===== src/rtl/mmio_timer_port.sv =====
// Memory-mapped output latch and prescaled 16-bit down-counter timer.
// Sits on the CPU memory bus beside main memory. Eight byte registers start
// at BASE. Reads are combinational. Writes take effect on the rising clock edge.
module mmio_timer_port #(
  parameter logic [15:0] BASE     = 16'hD000,
  parameter int unsigned PRESCALE = 16
) (
  input  logic        clk,
  input  logic        rst_n,
  input  logic [15:0] addr,
  input  logic [7:0]  wdata,
  input  logic        rW,
  output logic        sel,
  output logic [7:0]  rdata,
  output logic        irq_n,
  output logic [7:0]  port_out
);

  localparam int unsigned   PW       = (PRESCALE > 1) ? $clog2(PRESCALE) : 1;
  localparam logic [PW-1:0] PRE_LAST = PW'(PRESCALE - 1);

  typedef enum logic {
    STOPPED = 1'b0,
    RUNNING = 1'b1
  } state_t;

  state_t        state, state_nxt;

  logic [15:0]   off;
  logic [2:0]    reg_off;
  logic          wr_en, rd_en;
  logic          wr_port, wr_ctrl, wr_rl, wr_rh, wr_stat, rd_cnt_l;

  logic [7:0]    port_q;
  logic [2:0]    ctrl_q;     // {IE, AUTO, EN}
  logic [15:0]   reload_q;
  logic [15:0]   count_q;
  logic [7:0]    shadow_q;
  logic          exp_q;
  logic [PW-1:0] pre_q;
  logic          irq_q;

  logic          running, tick, expire;

  assign off      = addr - BASE;
  assign sel      = (off < 16'd8);
  assign reg_off  = off[2:0];
  assign wr_en    = sel & ~rW;
  assign rd_en    = sel & rW;
  assign irq_n    = irq_q;
  assign port_out = port_q;

  // Decode the register strobes for the current bus cycle.
  always_comb begin
    wr_port  = wr_en && (reg_off == 3'd0);
    wr_ctrl  = wr_en && (reg_off == 3'd1);
    wr_rl    = wr_en && (reg_off == 3'd2);
    wr_rh    = wr_en && (reg_off == 3'd3);
    wr_stat  = wr_en && (reg_off == 3'd6);
    rd_cnt_l = rd_en && (reg_off == 3'd4);
  end

  // State register for the timer FSM.
  always_ff @(posedge clk or negedge rst_n) begin
    if (!rst_n) state <= STOPPED;
    else        state <= state_nxt;
  end

  // Next state: a CTRL write decides EN directly; otherwise a one-shot expiry stops the timer.
  always_comb begin
    state_nxt = state;
    case (state)
      STOPPED: if (wr_ctrl && wdata[0]) state_nxt = RUNNING;
      RUNNING: begin
        if (wr_ctrl)                     state_nxt = wdata[0] ? RUNNING : STOPPED;
        else if (expire && !ctrl_q[1])   state_nxt = STOPPED;
      end
      default: state_nxt = STOPPED;
    endcase
  end

  // FSM outputs: tick at the last prescaler count, and expiry when the tick lands on zero.
  always_comb begin
    running = (state == RUNNING);
    tick    = running && (pre_q == PRE_LAST);
    expire  = tick && (count_q == '0);
  end

  // Prescaler: free-runs while RUNNING and restarts on a RELOAD_H write.
  always_ff @(posedge clk or negedge rst_n) begin
    if (!rst_n)                       pre_q <= '0;
    else if (!running || wr_rh || tick) pre_q <= '0;
    else                              pre_q <= pre_q + PW'(1);
  end

  // Counter: a RELOAD_H write takes priority over a coincident tick.
  always_ff @(posedge clk or negedge rst_n) begin
    if (!rst_n) begin
      count_q <= '1;
    end else if (wr_rh) begin
      count_q <= {wdata, reload_q[7:0]};
    end else if (tick) begin
      if (count_q != '0)  count_q <= count_q - 16'd1;
      else if (ctrl_q[1]) count_q <= reload_q;
    end
  end

  // CTRL: written by the CPU. A one-shot expiry clears EN unless a CTRL write lands on the same edge.
  always_ff @(posedge clk or negedge rst_n) begin
    if (!rst_n)                      ctrl_q    <= '0;
    else if (wr_ctrl)                ctrl_q    <= wdata[2:0];
    else if (expire && !ctrl_q[1])   ctrl_q[0] <= 1'b0;
  end

  // Plain CPU-written registers, plus the COUNT_H snapshot taken when COUNT_L is read.
  always_ff @(posedge clk or negedge rst_n) begin
    if (!rst_n) begin
      port_q   <= '0;
      reload_q <= '1;
      shadow_q <= '0;
    end else begin
      if (wr_port)  port_q         <= wdata;
      if (wr_rl)    reload_q[7:0]  <= wdata;
      if (wr_rh)    reload_q[15:8] <= wdata;
      if (rd_cnt_l) shadow_q       <= count_q[15:8];
    end
  end

  // Sticky expiry flag. A new expiry beats a write-one-to-clear on the same edge.
  always_ff @(posedge clk or negedge rst_n) begin
    if (!rst_n)                      exp_q <= 1'b0;
    else if (expire)                 exp_q <= 1'b1;
    else if (wr_stat && wdata[0])    exp_q <= 1'b0;
  end

  // Interrupt request is registered from the flag and the enable.
  always_ff @(posedge clk or negedge rst_n) begin
    if (!rst_n) irq_q <= 1'b1;
    else        irq_q <= ~(exp_q & ctrl_q[2]);
  end

  // Read mux. It drives zero unless this block is addressed for a read.
  always_comb begin
    rdata = '0;
    if (rd_en) begin
      case (reg_off)
        3'd0:    rdata = port_q;
        3'd1:    rdata = {5'b0, ctrl_q};
        3'd2:    rdata = reload_q[7:0];
        3'd3:    rdata = reload_q[15:8];
        3'd4:    rdata = count_q[7:0];
        3'd5:    rdata = shadow_q;
        3'd6:    rdata = {7'b0, exp_q};
        default: rdata = '0;
      endcase
    end
  end

endmodule


===== config.mk =====
export PLATFORM = sky130hd
export DESIGN_NAME = mmio_timer_port
export DESIGN_NICKNAME = d
export VERILOG_FILES = /design/src/rtl/mmio_timer_port.sv
export SDC_FILE = /design/constraint.sdc
export NUM_CORES = 1
export LEC_CHECK = 0
export ABC_CLOCK_PERIOD_IN_PS = 4700
export CAP_MARGIN = 25
export CORE_MARGIN = 2
export CORE_UTILIZATION = 34
export CTS_CLUSTER_SIZE = 30
export DETAILED_ROUTE_END_ITERATION = 10
export GPL_TIMING_DRIVEN = 0
export PLACE_DENSITY = 0.58
export SYNTH_ARGS = -nofsm -noshare
export SYNTH_HDL_FRONTEND = slang
export SYNTH_SLANG_ARGS = --single-unit

===== constraint.sdc =====
create_clock -name clk -period 4.7 [get_ports clk]
set_input_delay 0.47 -clock clk [delete_from_list [all_inputs] [get_ports clk]]
set_output_delay 0.47 -clock clk [all_outputs]
set_load 0.02 [all_outputs]

* Yosys cells after proc, flatten, opt, wreduce, memory -nomap -nowiden
Index checks and enable logic that the tools add are counted.
** Storage, ports and cells
- Register bits :: 58
- Bits of input ports :: 27
- Output and inout bits :: 18
- Logic and storage cells :: 67
** Operators by class
- $add $sub $neg :: 3
- $lt $le $gt $ge :: 1
- Equality and inequality tests :: 7
- Muxes and demuxes :: 16
- Bitwise operators :: 6
- Reductions and logical operators :: 23
** Operators by type and width (count)
- $mux W16 :: 4
- $pmux W8 S7 :: 1
- $logic_not A16 Y1 :: 1
- $lt A16 B4 Y1 const B :: 1
- $reduce_bool A16 Y1 :: 1
- $sub A16 B1 Y16 const B :: 1
- $sub A16 B16 Y16 const B :: 1
- $logic_and A1 B1 Y1 :: 11
- $eq A3 B3 Y1 const B :: 3
- $mux W1 :: 8
- $mux W8 :: 1
- $eq A3 B2 Y1 const B :: 2
- $reduce_bool A2 Y1 :: 3
- $add A4 B1 Y4 const B :: 1
- $eq A4 B4 Y1 const B :: 1
- $mux W4 :: 1
- $and A1 B1 Y1 :: 3
- $eq A3 B1 Y1 const B :: 1
- $logic_not A3 Y1 :: 1
- $not A1 Y1 :: 3
- $reduce_bool A3 Y1 :: 1
- $logic_not A1 Y1 :: 2
- $logic_or A1 B1 Y1 :: 2
- $pmux W1 S2 :: 1
- $reduce_and A2 Y1 :: 1

* Logic depth before layout (Yosys ltp)
Gate-level depths: netlist of the first run.
- Depth in word-level cells :: 7
- Gate-level depth with buffers :: 9
- Depth with buffers taken out :: 7

* Worst setup path after synthesis of the first run
No wires, ideal clock.
- Path type :: input port to output port
- Start :: input port addr[6]
- End :: output port rdata[0]
- Arrival time :: 2.214 ns
- Data required time :: 4.230 ns
- Setup slack :: 2.016 ns
- Stages :: 4
- Path buffers :: 0
- Cells stage by stage :: or4_1 -> nor3_1 -> nand3_1 -> nor2_1
** Between the ends
- Longest elaborated chain between the ends :: 4
** RTL lines
- start: declaration :: RTL line 10 : input logic [15:0] addr,
- $sub A16 B16 Y16 :: RTL line 45 : assign off = addr - BASE;
- $lt A16 B4 Y1 :: RTL line 46 : assign sel = (off < 16'd8);
- net sel :: RTL line 13 : output logic sel,
- $and A1 B1 Y1 :: RTL line 49 : assign rd_en = sel & rW;
- $mux W8 :: RTL line 145 : if (rd_en) begin
- end: declaration :: RTL line 14 : output logic [7:0] rdata,
The timed path passes the listed nets, and every way through them passes these cells.

* Worst setup path in the final report of the first run
- Start :: input port addr[1]
- End :: output port rdata[0]
** Between the ends
- Longest elaborated chain between the ends :: 4
- Elaborated cells on any way between the ends :: 12
- Those cells by class :: 1 x add/sub; 1 x order compare; 6 x eq/ne; 2 x mux; 1 x bitwise; 1 x reduce/logical
** RTL lines (RTL line)
- $sub A16 B16 Y16 * :: 45
- $lt A16 B4 Y1, or another cell as far along :: 46
- $and A1 B1 Y1 / $pmux W8 S7 (equally long branches) :: 49, 146
- $mux W8 * :: 145
Mark *: on every way between the ends. The rest lies on a longest branch, timed or not.

==> out/qor.csv, run 1 <==
metric,value,unit
Die ar.,0.01084,mm2
drc violations,0,
sequential share of power,46.2,%
Post-Route Setup TNS,0,ns
initial core utilization,34.87,%
Internal,839.6,uW
"Async S/R FF share, synth",100.0,%
Sw Share,22.55,%
RSZ-0062 raised after global routing,false,
Pwr Total,1.084,mW
Pleak,1.614,nW
worst-path cell chain,"clkdlybuf4s50_1, clkbuf_1, nor2_1, a22oi_1, o221a_2, nor2_1, clkdlybuf4s50_1",
drt total wl,10460,um
combinational power share,5.7,%
HP Class,input pin to asynchronous set/reset pin,
Slew HR,36.83,%
first-pass GRT wire length,17010,um
grt total ovfl,0,
core area,0.009774,mm2
post-route ant nets,0,
max_cap viols,0,
Netlist cell types,59,
most frequent cells in the layout,"nand2_1 (43), clkdlybuf4s50_1 (42), mux2_2 (33), dfstp_2 (33), nor2_1 (26)",
"Hold Violations, Final",0,
Synth warnings,0,
row count,36,
synthesis-to-finish area growth,24.60,%
crit path DAT,3.01,ns
Post-synth EDFFs,0,
Pins Over Slew Limit,0,
initial antenna violation count,0,
final-layout fill cell count,971,
startpoint types,input pin,
die height,104.1,um
share of layout cells above drive strength 1,24.57,%
Post-Place Worst Slack,1.199,ns
Nets,436,
DR vias,3077,
clk root buf,clkbuf_8,
Final period util,74.08,%
CP required,4.23,ns
register area share after synthesis,43.80,%
status,"complete, no violations",
CTS Sinks,58,
CP max stage delay,0.63,ns
Mean Syn Cell Area,9.738,um2
"CP delay by family, top",buffers and inverters,
drt first pass iters,5,
PwrDens,255.3,mW/mm2
Worst-Margin Slew,0.9389,ns
synthesized flop and latch total,58,
CTS Buf Count,9,
Synth Cell Area,0.003408,mm2
largest net degree at the start of global routing,32,
vias in the first global route,3121,
vias per cell,5.656,
clock share of power,48.1,%
Setup-failing EPs final,0,
ant diodes,0,
post-route setup slack,1.218,ns
worst skew pair latency,0.35,ns
syn nets,380,
Crit. End Element,output pin,
Wirelength per Cell,19.24,um
cts repair resizes,0,
IO Count,45,
Die W,104.1,um
1st-iter DRT viols,380,
"Max FO, Critical Path",10,
fin crit period,3.482,ns
routability cong.,0.9631,
# hold bufs at CTS,0,
VDD IR max,0.1494,mV
Synth Instances,350,
GRT Total Usage,20.11,%
Port Buffer Count,43,
worst path bufs/invs,3,
dpl hpwl,7618,um
"leading cell type in the layout, fill and taps excluded",nand2_1,
Reg area,0.001493,mm2
Max Clk Rate,287.2,MHz
clk buf depth,2,
reg2reg setup slack,1.78,ns
most used flip-flop cell after synthesis,dfstp_2,
CP Class,input pin to output pin,
Max H-tree Level,3,
CTS tree,yes,
worst hold slack,0.1536,ns
clock-pin slew on the worst setup and hold paths,0.07,ns
DP Area,0.004028,mm2
slowest CP cell,clkdlybuf4s50_1,
design area,0.004247,mm2
setup repair bufs after CTS,0,
Final Skew,0.01272,ns
Sw Pwr,244.4,uW
Multi-input gate area,0.001802,mm2
==> stage by stage <==
step / utilization [%] / cells
final: 43.45 / 544
after global routing: 43.45 / 544
after CTS: 43.45 / 544
after detailed placement: 41.21 / 528
after global placement: 40.98 / 526
after floorplan: - / 350
==> cells in the mapped netlist, drive strengths merged (3+ instances only) <==
master	count	share of area [%]
nand3	8	1.2
o21ai	21	3.1
a31oi	5	0.92
inv	5	0.55
mux2	33	11
a22o	4	1.0
a21oi	21	3.1
nor3	12	1.8
o22a	3	0.77
a22oi	4	0.88
a222oi	4	1.2
nand2	43	4.7
or3	9	1.7
a211oi	3	0.66
nor2	26	2.9
dfrtp	25	18
mux2i	4	1.2
nor4	9	1.7
ha	3	1.1
clkbuf	16	1.8
buf	4	0.92
or4	12	3.0
nand4	4	0.73
dfstp	33	25
==> final timing paths <==
kind,startpoint,endpoint,cells after the start
min in group clk,ctrl_q[2],irq_n,1
max in group asynchronous,rst_n,count_q[9],2
max,addr[1],rdata[0],7
max reg2reg,count_q[0],ctrl_q[0],8
min reg2reg,ctrl_q[2],irq_n,1
min,rst_n,pre_q[1],1
==> power groups by stage <==
stage	combinational (mW)	clock (mW)	sequential, mW
after floorplan	0.0171	0	0.509
after global placement	0.0600	0	0.509
after detailed placement	0.0619	0	0.509
after CTS	0.0620	0.529	0.501
after global routing	0.0676	0.555	0.501
final	0.0614	0.522	0.501
==> flip-flops by register name, summed over array words and instances, names as in the netlist <==
signal / flops
irq_n: 1
shadow_q: 8
exp_q: 1
ctrl_q: 3
reload_q: 16
count_q: 16
pre_q: 4
running: 1
port_out: 8
==> routing by layer <==
layer  GRT usage (%)  vias up  wire (um)
li1                -     1438          -
met4           9.073        0        282
met2           31.11      117       4752
met3           4.010       26        603
met1           27.20     1496       4826
met5               0        -          0
==> area by class of cell <==
cell class	instances	area share [%]
Buffer	20	2.151
Clock buffer	11	3.329
Clock inverter	5	1.827
Inverter	6	0.5303
Multi-Input combinational cell	266	42.43
Sequential cell	58	35.15
Tap cell	133	3.919
Timing Repair Buffer	45	10.67
==> cell families (layout without fill, tap and decap cells) <==
logic type                 count (synthesis)  in the layout  share of synthesized area [%]
buffers and inverters                     26             87                          3.340
muxes                                     38             38                          12.74
DFF                                       58             58                          43.80
xor gates and xnor gates                   3              3                         0.7711
adders and majority gates                  3              3                          1.101
AOI/OAI and AO/OA                         81             81                          16.26
and+or+nand+nor                          141            141                          21.99
==> worst reg2reg max path, stage by stage, from the launching register on <==
cell and delay (ns):
dfstp_2 0.41, inv_1 0.13, ha_1 0.16, or4b_4 0.45, buf_6 0.15, nor4_1 0.77
nand2_1 0.38, o211ai_1 0.24, o21ai_0 0.11
No activity file was read; power rests on OpenSTA's default activity.
==> run 2: changes to the inputs <==
- ABC_CLOCK_PERIOD_IN_PS: 4700 -> 3400
- clock period: 4.7 -> 3.4 ns (I/O delays scaled with it)
==> results of run 2 <==
Same layout as run 1 (identical final DEF). Status: complete, no violations.
Main changes from that run: setup slack after placement 1.199 ns -> 0.1595 ns; setup slack after layout 1.218 ns -> 0.1782 ns; hold slack 0.1536 ns -> 0.02364 ns; register-to-register setup slack 1.78 ns -> 0.48 ns; total power 1.084 mW -> 1.499 mW; worst IR drop on VDD 0.1494 mV -> 0.2065 mV
==> run 3: changes to the inputs <==
- ABC_CLOCK_PERIOD_IN_PS: 3400 -> 3600
- HOLD_SLACK_MARGIN: unset -> 0.06
- SETUP_SLACK_MARGIN: unset -> 0.15
- clock period: 3.4 -> 3.6 ns (I/O delays scaled with it)
==> run 3 against run 2 <==
  * Flip-flop and latch count did not move
  * Die area did not move
  * Power fell by 5.4%
  * Critical path type unchanged
  * Highest routed layer unchanged
==> out/qor.csv, run 3 (synthesized netlist as in run 1, its figures left out) <==
metric,value,unit
first-pass GRT wire length,17020,um
initial antenna violation count,0,
Pins Over Slew Limit,0,
RR Startpoint,count_q[0],
Regs by FF count,"count_q (16), reload_q (16)",
clock-pin slew on the worst setup and hold paths,0.07,ns
R2R Path End,ctrl_q[0],
Post-Route Setup TNS,0,ns
ant diodes,0,
grt total ovfl,0,
HP Class,register to register,
clock share of power,48.1,%
Pleak,1.618,nW
Finished Layout Cells,545,
post-route ant nets,0,
# placed instances,528,
clk buf depth,2,
Crit. End Element,output pin,
Worst-Margin Slew,0.9414,ns
drc violations,0,
Setup-failing EPs final,0,
CTS tree,yes,
DR vias,3068,
1st-iter DRT viols,357,
RSZ-0062 raised after global routing,false,
largest net degree at the start of global routing,32,
Slew HR,36.66,%
combinational power share,5.7,%
GRT Total Usage,20.11,%
slowest CP cell,clkdlybuf4s50_1,
max_cap viols,0,
"leading cell type in the layout, fill and taps excluded",nand2_1,
most frequent cells in the layout,"nand2_1 (43), clkdlybuf4s50_1 (42), mux2_2 (33), dfstp_2 (33), nor2_1 (26)",
Max H-tree Level,3,
Max Clk Rate,306.8,MHz
fin crit period,3.259,ns
worst hold path depth,1,
worst hold start,ctrl_q[2],
Final period util,90.53,%
die height,104.1,um
Internal,1.097,mW
share of layout cells above drive strength 1,24.51,%
routability cong.,0.9631,
synthesis-to-finish area growth,24.89,%
reg2reg setup slack,0.66,ns
Nets,437,
"Hold Violations, Final",0,
crit path DAT,2.90,ns
PwrDens,332.9,mW/mm2
worst skew pair latency,0.35,ns
Die W,104.1,um
cell count of the worst reg-to-reg path,8,
initial core utilization,34.87,%
Die ar.,0.01084,mm2
row count,36,
Final Skew,0.01337,ns
Wirelength per Cell,19.14,um
"Max FO, Critical Path",10,
CP Class,input pin to output pin,
clk root buf,clkbuf_8,
drt first pass iters,5,
CP required,3.24,ns
Sw Share,22.60,%
dpl hpwl,7618,um
IO Count,45,
VDD IR max,0.1951,mV
core area,0.009774,mm2
cts repair resizes,0,
CTS Buf Count,9,
vias per cell,5.629,
vias in the first global route,3124,
worst-path cell chain,"clkdlybuf4s50_1, clkbuf_1, nor2_1, a22oi_1, o221a_2, nor2_1, clkdlybuf4s50_1",
startpoint types,input pin,
CTS Sinks,58,
status,"complete, no violations",
Hold Path End,irq_n,
Sw Pwr,320.3,uW
CP max stage delay,0.63,ns
Port Buffer Count,43,
drt total wl,10430,um
sequential share of power,46.2,%
run 3: cell types whose count changed in the layout (fill, tap and decap cells not counted), sizes merged:
cell         before  now
dlygate4sd3       0    1
run 3: worst max path at each step:
| stage | slack, ns | startpoint | endpoint | cells after the start |
|---|---|---|---|---|
| 3_3_place_gp | 0.26 | rst_n | port_out[3] | 1 |
| 3_5_place_dp | 0.32 | addr[2] | rdata[0] | 7 |
| 5_1_grt | 0.17 | addr[2] | rdata[0] | 7 |
| 6_report | 0.34 | addr[1] | rdata[0] | 7 |
| 4_1_cts | 0.32 | addr[1] | rdata[0] | 7 |
| 2_1_floorplan | 1.14 | addr[6] | rdata[0] | 4 |
run 3: through the flow:
step                      worst slack (ns)  hold slack [ns]  power, mW  area, um2  utilization, %
after floorplan                      1.136          0.06441     0.6873       3408               -
after global placement              0.2602           0.4206     0.7431       4005           40.98
after detailed placement            0.3195           0.4148     0.7456       4028           41.21
after CTS                           0.3222           0.4212      1.426       4257           43.55
after global routing                0.1706           0.4473      1.468       4257           43.55
final                               0.3410           0.4181      1.417       4257           43.55
run 3: layout make-up:
| type | count | area, um2 |
|---|---|---|
| fill | 970 | 5518 |
| multi-input combinational | 266 | 1802 |
| sequential | 58 | 1493 |
| timing repair buffer | 46 | 462.9 |
| tap | 133 | 166.4 |
| clock buffer | 11 | 141.4 |
| buffer | 20 | 91.34 |
| clock inverter | 5 | 77.57 |
| inverter | 6 | 22.52 |
run 3: critical path: cells and delay by family:
kind | cells | cell delay, ns
AO/OA/AOI/OAI | 2 | 0.48
buffers and inverters | 3 | 1.41
AND/OR/NAND/NOR | 2 | 0.65
run 3: power by group through the flow:
stage	registers, mW	logic, mW	clock network [mW]
detailed placement	0.665	0.0808	0
finish	0.654	0.0811	0.682
global placement	0.665	0.0783	0
global route	0.654	0.0891	0.725
CTS	0.654	0.0818	0.691
floorplan	0.665	0.0224	0
run 3: what timing repair did:
action | 4_1_cts | 5_1_grt
buffers inserted | 0 | 0
hold buffers | 1 | 0
endpoints found under the hold margin | 11 | 0
run 3: per-layer routing:
layer	wire length, um	global-route usage (%)
met5	0	0
met4	248	9.073
met3	688	4.010
met2	4705	31.11
met1	4789	27.20
